`src/rtl/ats21_pkg.sv`:
```
// Shared types and helpers for the ATS21 alarm collector.
package ats21_pkg;

    localparam int unsigned NUM_ALARMS = 24;
    localparam int unsigned ALARM_ID_W = 5;
    localparam int unsigned TS_WIDTH   = 16;

    // One queued alarm event: which alarm fired and when it was queued.
    typedef struct packed {
        logic [ALARM_ID_W-1:0] id;
        logic [TS_WIDTH-1:0]   ts;
    } alarm_evt_t;

    typedef struct packed {
        logic                  found;
        logic [ALARM_ID_W-1:0] id;
    } prio_t;

    // Lowest set bit wins; scanning downwards lets the lowest index overwrite.
    function automatic prio_t prio_lowest(input logic [NUM_ALARMS-1:0] vec);
        prio_t res;
        res = '0;
        for (int i = NUM_ALARMS - 1; i >= 0; i--) begin
            if (vec[i]) begin
                res.found = 1'b1;
                res.id    = ALARM_ID_W'(i);
            end
        end
        return res;
    endfunction

endpackage

```
`src/rtl/ats21_alarm_collector_if.sv`:
```
// Host-side event port: valid/ready handshake carrying {id, ts} of the FIFO head.
interface ats21_alarm_collector_if #(
    parameter int unsigned TS_WIDTH = 16
);
    logic                evt_valid;
    logic                evt_ready;
    logic [4:0]          evt_id;
    logic [TS_WIDTH-1:0] evt_ts;

    // Collector side produces records.
    modport master (
        output evt_valid,
        output evt_id,
        output evt_ts,
        input  evt_ready
    );

    // Host side consumes records.
    modport slave (
        input  evt_valid,
        input  evt_id,
        input  evt_ts,
        output evt_ready
    );
endinterface

```
`src/rtl/ats21_evt_fifo.sv`:
```
// Show-ahead event FIFO; the head is held in a register so it keeps its last
// value when the FIFO drains and reads 0 after reset.
module ats21_evt_fifo
    import ats21_pkg::*;
#(
    parameter int unsigned DEPTH = 8,
    localparam int unsigned PtrW = $clog2(DEPTH),
    localparam int unsigned CntW = PtrW + 1
) (
    input  logic            clk,
    input  logic            reset,
    input  logic            push,
    input  logic            pop,
    input  alarm_evt_t      din,
    output alarm_evt_t      dout,
    output logic            full,
    output logic            empty,
    output logic [CntW-1:0] count
);
    localparam logic [CntW-1:0] FullCnt = CntW'(DEPTH);

    alarm_evt_t      mem_q [DEPTH];
    logic [PtrW-1:0] wr_q, wr_d, rd_q, rd_d;
    logic [CntW-1:0] cnt_q, cnt_d;
    alarm_evt_t      head_q, head_d;
    logic            do_push, do_pop;

    // Pointer/count update and selection of the next head record.
    always_comb begin
        do_pop  = pop & (cnt_q != '0);
        do_push = push & ((cnt_q != FullCnt) | do_pop);
        wr_d    = wr_q + PtrW'(do_push);
        rd_d    = rd_q + PtrW'(do_pop);
        cnt_d   = cnt_q + CntW'(do_push) - CntW'(do_pop);
        head_d  = head_q;
        if (cnt_d != '0) begin
            // The incoming record becomes head when nothing older survives this edge.
            if ((cnt_q == '0) || ((cnt_q == CntW'(1)) && do_pop)) begin
                head_d = din;
            end else begin
                head_d = mem_q[rd_d];
            end
        end
    end

    // Control state.
    always_ff @(posedge clk) begin
        if (reset) begin
            wr_q   <= '0;
            rd_q   <= '0;
            cnt_q  <= '0;
            head_q <= '0;
        end else begin
            wr_q   <= wr_d;
            rd_q   <= rd_d;
            cnt_q  <= cnt_d;
            head_q <= head_d;
        end
    end

    // Storage array; contents are don't-care until written.
    always_ff @(posedge clk) begin
        if (do_push) begin
            mem_q[wr_q] <= din;
        end
    end

    assign dout  = head_q;
    assign full  = (cnt_q == FullCnt);
    assign empty = (cnt_q == '0);
    assign count = cnt_q;

endmodule

```
`src/rtl/ats21_alarm_collector.sv`:
```
// Collects ATS21 alarm rising edges into a timestamped event FIFO with irq and
// a saturating count of events coalesced into an already-pending alarm.
// NUM_ALARMS and TS_WIDTH must match the ats21_pkg record layout.
module ats21_alarm_collector
    import ats21_pkg::*;
#(
    parameter int unsigned NUM_ALARMS = ats21_pkg::NUM_ALARMS,
    parameter int unsigned FIFO_DEPTH = 8,
    parameter int unsigned TS_WIDTH   = ats21_pkg::TS_WIDTH
) (
    input  logic                    clk,
    input  logic                    reset,
    input  logic [NUM_ALARMS-1:0]   alarm_in,
    input  logic [NUM_ALARMS-1:0]   alarm_mask,
    ats21_alarm_collector_if.master evt,
    output logic                    irq,
    output logic [NUM_ALARMS-1:0]   pending,
    output logic [7:0]              ovf_count,
    input  logic                    clr_ovf
);
    localparam int unsigned CntW = $clog2(FIFO_DEPTH) + 1;

    logic [NUM_ALARMS-1:0] prev_q, prev_d, pending_q, pending_d;
    logic [NUM_ALARMS-1:0] rise, push_onehot, coalesce;
    logic [TS_WIDTH-1:0]   ts_q, ts_d;
    logic [7:0]            ovf_q, ovf_d, n_coal;
    logic [8:0]            ovf_sum;
    logic                  irq_q, irq_d;
    logic [CntW-1:0]       count, count_nxt;
    logic                  push, pop, full, empty;
    prio_t                 sel;
    alarm_evt_t            din, dout;

    // Edge detect, arbitration and push/pop decisions.
    always_comb begin
        rise        = alarm_in & ~prev_q & alarm_mask;
        sel         = prio_lowest(pending_q);
        pop         = ~empty & evt.evt_ready;
        push        = sel.found & (~full | pop);
        push_onehot = '0;
        if (push) begin
            push_onehot[sel.id] = 1'b1;
        end
        din.id = sel.id;
        din.ts = ts_q;
    end

    // Next-state for pending, overflow counter, timestamp and irq.
    always_comb begin
        // A rise on a bit being pushed this cycle re-arms it rather than coalescing.
        coalesce = rise & pending_q & ~push_onehot;
        n_coal   = '0;
        for (int i = 0; i < NUM_ALARMS; i++) begin
            n_coal = n_coal + {7'd0, coalesce[i]};
        end
        pending_d = (pending_q & ~push_onehot) | rise;
        ovf_sum   = (clr_ovf ? 9'd0 : {1'b0, ovf_q}) + {1'b0, n_coal};
        ovf_d     = ovf_sum[8] ? 8'hFF : ovf_sum[7:0];
        ts_d      = ts_q + TS_WIDTH'(1);
        prev_d    = alarm_in;
        count_nxt = count + CntW'(push) - CntW'(pop);
        irq_d     = (count_nxt != '0);
    end

    // State registers; prev tracks alarm_in even in reset so held bits don't fire.
    always_ff @(posedge clk) begin
        prev_q <= prev_d;
        if (reset) begin
            pending_q <= '0;
            ovf_q     <= '0;
            ts_q      <= '0;
            irq_q     <= 1'b0;
        end else begin
            pending_q <= pending_d;
            ovf_q     <= ovf_d;
            ts_q      <= ts_d;
            irq_q     <= irq_d;
        end
    end

    ats21_evt_fifo #(
        .DEPTH (FIFO_DEPTH)
    ) u_fifo (
        .clk   (clk),
        .reset (reset),
        .push  (push),
        .pop   (pop),
        .din   (din),
        .dout  (dout),
        .full  (full),
        .empty (empty),
        .count (count)
    );

    assign evt.evt_valid = ~empty;
    assign evt.evt_id    = dout.id;
    assign evt.evt_ts    = dout.ts;
    assign irq           = irq_q;
    assign pending       = pending_q;
    assign ovf_count     = ovf_q;

endmodule

```
`src/flat_wrapper.sv`:
```
// flat-port wrapper written by rule: the top's interface ports become plain ports
module ats21_alarm_collector_flat import ats21_pkg::*;
#(
    parameter int unsigned NUM_ALARMS = ats21_pkg::NUM_ALARMS,
    parameter int unsigned FIFO_DEPTH = 8,
    parameter int unsigned TS_WIDTH   = ats21_pkg::TS_WIDTH
)
  (clk, reset, alarm_in, alarm_mask, irq, pending, ovf_count, clr_ovf, evt_evt_valid, evt_evt_id, evt_evt_ts, evt_evt_ready);
  ats21_alarm_collector_if #(.TS_WIDTH(TS_WIDTH)) evt_i ();
  input  logic clk;
  input  logic reset;
  input  logic [NUM_ALARMS-1:0] alarm_in;
  input  logic [NUM_ALARMS-1:0] alarm_mask;
  output logic irq;
  output logic [NUM_ALARMS-1:0] pending;
  output logic [7:0] ovf_count;
  input  logic clr_ovf;
  output wire logic [$bits(evt_i.evt_valid)-1:0] evt_evt_valid;
  output wire logic [$bits(evt_i.evt_id)-1:0] evt_evt_id;
  output wire logic [$bits(evt_i.evt_ts)-1:0] evt_evt_ts;
  input wire logic [$bits(evt_i.evt_ready)-1:0] evt_evt_ready;
  assign evt_evt_valid = evt_i.evt_valid;
  assign evt_evt_id = evt_i.evt_id;
  assign evt_evt_ts = evt_i.evt_ts;
  assign evt_i.evt_ready = evt_evt_ready;
  ats21_alarm_collector #(.NUM_ALARMS(NUM_ALARMS), .FIFO_DEPTH(FIFO_DEPTH), .TS_WIDTH(TS_WIDTH)) u_core (.clk(clk), .reset(reset), .alarm_in(alarm_in), .alarm_mask(alarm_mask), .evt(evt_i), .irq(irq), .pending(pending), .ovf_count(ovf_count), .clr_ovf(clr_ovf));
endmodule
```
`config.mk`:
```
export PLATFORM = sky130hd
export DESIGN_NAME = ats21_alarm_collector_flat
export DESIGN_NICKNAME = d
export VERILOG_FILES = /design/src/rtl/ats21_pkg.sv /design/src/rtl/ats21_alarm_collector_if.sv /design/src/rtl/ats21_evt_fifo.sv /design/src/rtl/ats21_alarm_collector.sv /design/src/flat_wrapper.sv
export SDC_FILE = /design/constraint.sdc
export NUM_CORES = 1
export LEC_CHECK = 0
export ABC_AREA = 1
export CAP_MARGIN = 10
export CORE_ASPECT_RATIO = 1.5
export CORE_MARGIN = 8
export CORE_UTILIZATION = 30
export CTS_CLUSTER_DIAMETER = 100
export DETAILED_ROUTE_END_ITERATION = 7
export PLACE_DENSITY = 0.45
export RECOVER_POWER = 100
export SETUP_SLACK_MARGIN = 0.5
export SLEW_MARGIN = 20
export SYNTH_ARGS = -nofsm -noshare
export SYNTH_HDL_FRONTEND = slang
export SYNTH_SLANG_ARGS = --single-unit
```
`constraint.sdc`:
```
create_clock -name clk -period 13.9 [get_ports clk]
set_input_delay 4.17 -clock clk [delete_from_list [all_inputs] [get_ports clk]]
set_output_delay 4.17 -clock clk [all_outputs]
set_load 0.02 [all_outputs]
```
==> impl_metrics.json <==
{
  "rows": 89,
  "drt-initial-drc-count": 427,
  "ir_worst_vdd_mv": 0.121,
  "layout_commonest_cell": "nor2_1",
  "syn_to_final_growth_pct": 21.6,
  "worstRegToRegCells": 35,
  "fp.coreArea_um2": 39100,
  "status": "complete, but fails checks",
  "rr_endpoint": "u_core.ovf_count[5]$_SDFF_PP0_",
  "ys_seq_area_frac": 0.602,
  "min_period_over_period": 0.782,
  "synth_nets": 1260,
  "synth_area_leaders": "edfxtp_1 43%, dfxtp_1 18%, nor2_1 6.6%, o21ai_0 5.5%, inv_1 3.7%",
  "place_congestion": 0.800,
  "ys.flop_type": "edfxtp_1",
  "synth.largest_area_cell": "edfxtp_1",
  "critPathKind": "in -> reg",
  "layout_common_cells": "209 x nor2_1, 168 x edfxtp_1, 129 x o21ai_0",
  "stdcell_count": 1781,
  "synth_cells": 1162,
  "fp.dieArea_um2": 46200,
  "slowest_stage": "dlygate4sd3_1",
  "skew_ns": 0.0296,
  "yosysWarnings": 0,
  "violations": "capacitance limit, slew limit",
  "synth.top_cell.area_share": 0.426,
  "remaining_drc_errors": 0,
  "vias_per_cell": 4.74,
  "hold_viol_final": 0,
  "required_ns": 14.35,
  "final-setup-viol-count": 0,
  "cpMostUsedCell": "fa_1",
  "async_reset_ff_frac": 0,
  "reg2reg_slack_ns": 5.52,
  "critPathMaxStageDelay_ns": 0.56,
  "crit_path_max_fanout": 6,
  "start_util": 0.303,
  "numCtsBuffers": 29,
  "end_kind": "flip-flop",
  "min_path_cells": 3,
  "timing.fmax_ghz": 0.0920,
  "cp.arrival_ns": 11.32,
  "drv_cap": 12,
  "htreeDepth": 1,
  "grt_pass1_vias": 8876,
  "cts_tree": "done",
  "cts_hold_buf": 0,
  "die_h_um": 259,
  "grt_antenna_before_repair": 1,
  "detail-route-antenna-nets": 0,
  "synth-edff-count": 168,
  "ios": 107,
  "vias": 8450,
  "path_clk_slew_ns": 0.06,
  "clkSinkCount": 272,
  "dr.pass1.iters": 5,
  "clockBufferDepth": 3,
  "hp-class": "reg -> reg",
  "grt.total_usage": 0.147,
  "crit_path_end": "u_core.ovf_count[5]$_SDFF_PP0_",
  "grt_pass1_wl_mm": 52.2,
  "p_per_area_nw_per_um2": 206,
  "leakage_nw": 5.47,
  "clk_latency_ns": 0.57,
  "die_x_um": 178,
  "min_period_ns": 10.87,
  "hold_ws_ns": 0.500,
  "synth_cell_types": 46,
  "grt_max_degree": 85,
  "tightest_slew_ns": 2.82,
  "synth_seq_cells": 272,
  "postSynthAreaPerCell_um2": 10.2,
  "root_buffer": "clkbuf_16",
  "fin_nets": 1355,
  "post-cts-setup-buffers": 0,
  "port_buffers": 106,
  "crit_start": "evt_evt_ready",
  "grt_overflow": 0,
  "slew_viol_final": 313,
  "cp-start-kind": "primary input",
  "finalWirelength_mm": 33.5,
  "dp_cells": 1726,
  "drive_gt1_frac": 0.0664,
  "synth_area_um2": 11800,
  "rsz0062_at_grt": "false",
  "dp_hpwl_mm": 20.7,
  "wire_per_inst_um": 18.8,
  "slew_headroom": -0.883,
  "cts_resized": 0,
  "final.setup.tns_ns": 0,
  "rr_startpoint": "u_core.pending[23]$_SDFF_PP0_"
}
## power breakdown
| part | internal, mW | switching (mW) | leakage (nW) | total (mW) |
|---|---|---|---|---|
| clock network | 0.515 | 0.324 | 0.500 | 0.840 |
| registers | 1.02 | 0.0481 | 2.43 | 1.07 |
| logic | 0.331 | 0.723 | 2.54 | 1.05 |
| total | 1.87 | 1.10 | 5.47 | 2.96 |
## state kept, by name, summed over array words and instances (netlist names)
register	cells
u_core.ts_q	16
u_core.u_fifo.rd_q	3
u_core.pending	24
u_core.irq	1
u_core.u_fifo.count	4
u_core.u_fifo.mem_q	168
u_core.u_fifo.dout	21
u_core.ovf_count	8
u_core.u_fifo.wr_q	3
u_core.prev_q	24
## Yosys cell counts, drive strengths merged, types with 5 or more instances
cell type	number
inv	124
nor2	210
nor4	5
nand3b	5
o221a	14
fa	20
nand2	115
o221ai	5
dfxtp	104
nor3	15
edfxtp	168
ha	26
a21oi	50
o22ai	21
o21ai	132
clkbuf	44
nand3	43
a31oi	22
nand4	9
## logic make-up after synthesis
group | after synthesis | synth area share
AND/OR/NAND/NOR | 408 | 0.150
AO/OA/AOI/OAI | 255 | 0.126
XOR/XNOR | 8 | 0.00592
flip-flops | 272 | 0.602
buffers and inverters | 173 | 0.0551
adder cells (fa/ha/maj) | 46 | 0.0613
## how the worst min path moves through the flow
stage / startpoint / to / slack [ns]
finish: u_core.prev_q[5]$_DFF_P_ / u_core.pending[5]$_SDFF_PP0_ / 0.50
global route: u_core.prev_q[5]$_DFF_P_ / u_core.pending[5]$_SDFF_PP0_ / 0.52
CTS: u_core.prev_q[5]$_DFF_P_ / u_core.pending[5]$_SDFF_PP0_ / 0.50
detailed placement: u_core.prev_q[5]$_DFF_P_ / u_core.pending[5]$_SDFF_PP0_ / 0.49
global placement: u_core.prev_q[5]$_DFF_P_ / u_core.pending[5]$_SDFF_PP0_ / 0.48
floorplan: u_core.prev_q[21]$_DFF_P_ / u_core.pending[21]$_SDFF_PP0_ / 0.47
## per-layer routing
layer | global-route usage | vias to the layer above | wire [um]
met3 | 0.0245 | 37 | 1360
li1 | - | 4194 | -
met5 | 0 | - | 0
met4 | 0.0433 | 0 | 747
met2 | 0.279 | 138 | 18100
met1 | 0.164 | 4081 | 13300
## metrics by stage
step | cell area (um^2) | util | setup slack (ns) | total power, mW
after floorplan | 11800 | - | 3.50 | 1.79
after global placement | 13400 | 0.344 | 2.56 | 2.18
after detailed placement | 13400 | 0.344 | 2.52 | 2.19
after CTS | 14500 | 0.371 | 3.09 | 3.04
after global routing | 14400 | 0.368 | 2.46 | 3.17
final | 14400 | 0.368 | 3.03 | 2.96
## worst max-delay path, delay by kind of cell
| kind | cells | cell delay, ns |
|---|---|---|
| AO/OA/AOI/OAI | 4 | 0.74 |
| AND/OR/NAND/NOR | 10 | 1.17 |
| buffers and inverters | 6 | 0.88 |
| adder cells (fa/ha/maj) | 9 | 4.33 |
## layout make-up
| class | instances | area, um^2 |
|---|---|---|
| antenna | 1 | 2.50 |
| clock buffer | 38 | 800 |
| clock inverter | 16 | 238 |
| fill | 3903 | 24700 |
| inverter | 125 | 470 |
| multi-input combinational | 717 | 4040 |
| sequential | 272 | 7130 |
| tap | 500 | 626 |
| timing repair buffer | 112 | 1100 |
(Power assumes the default switching activity.)
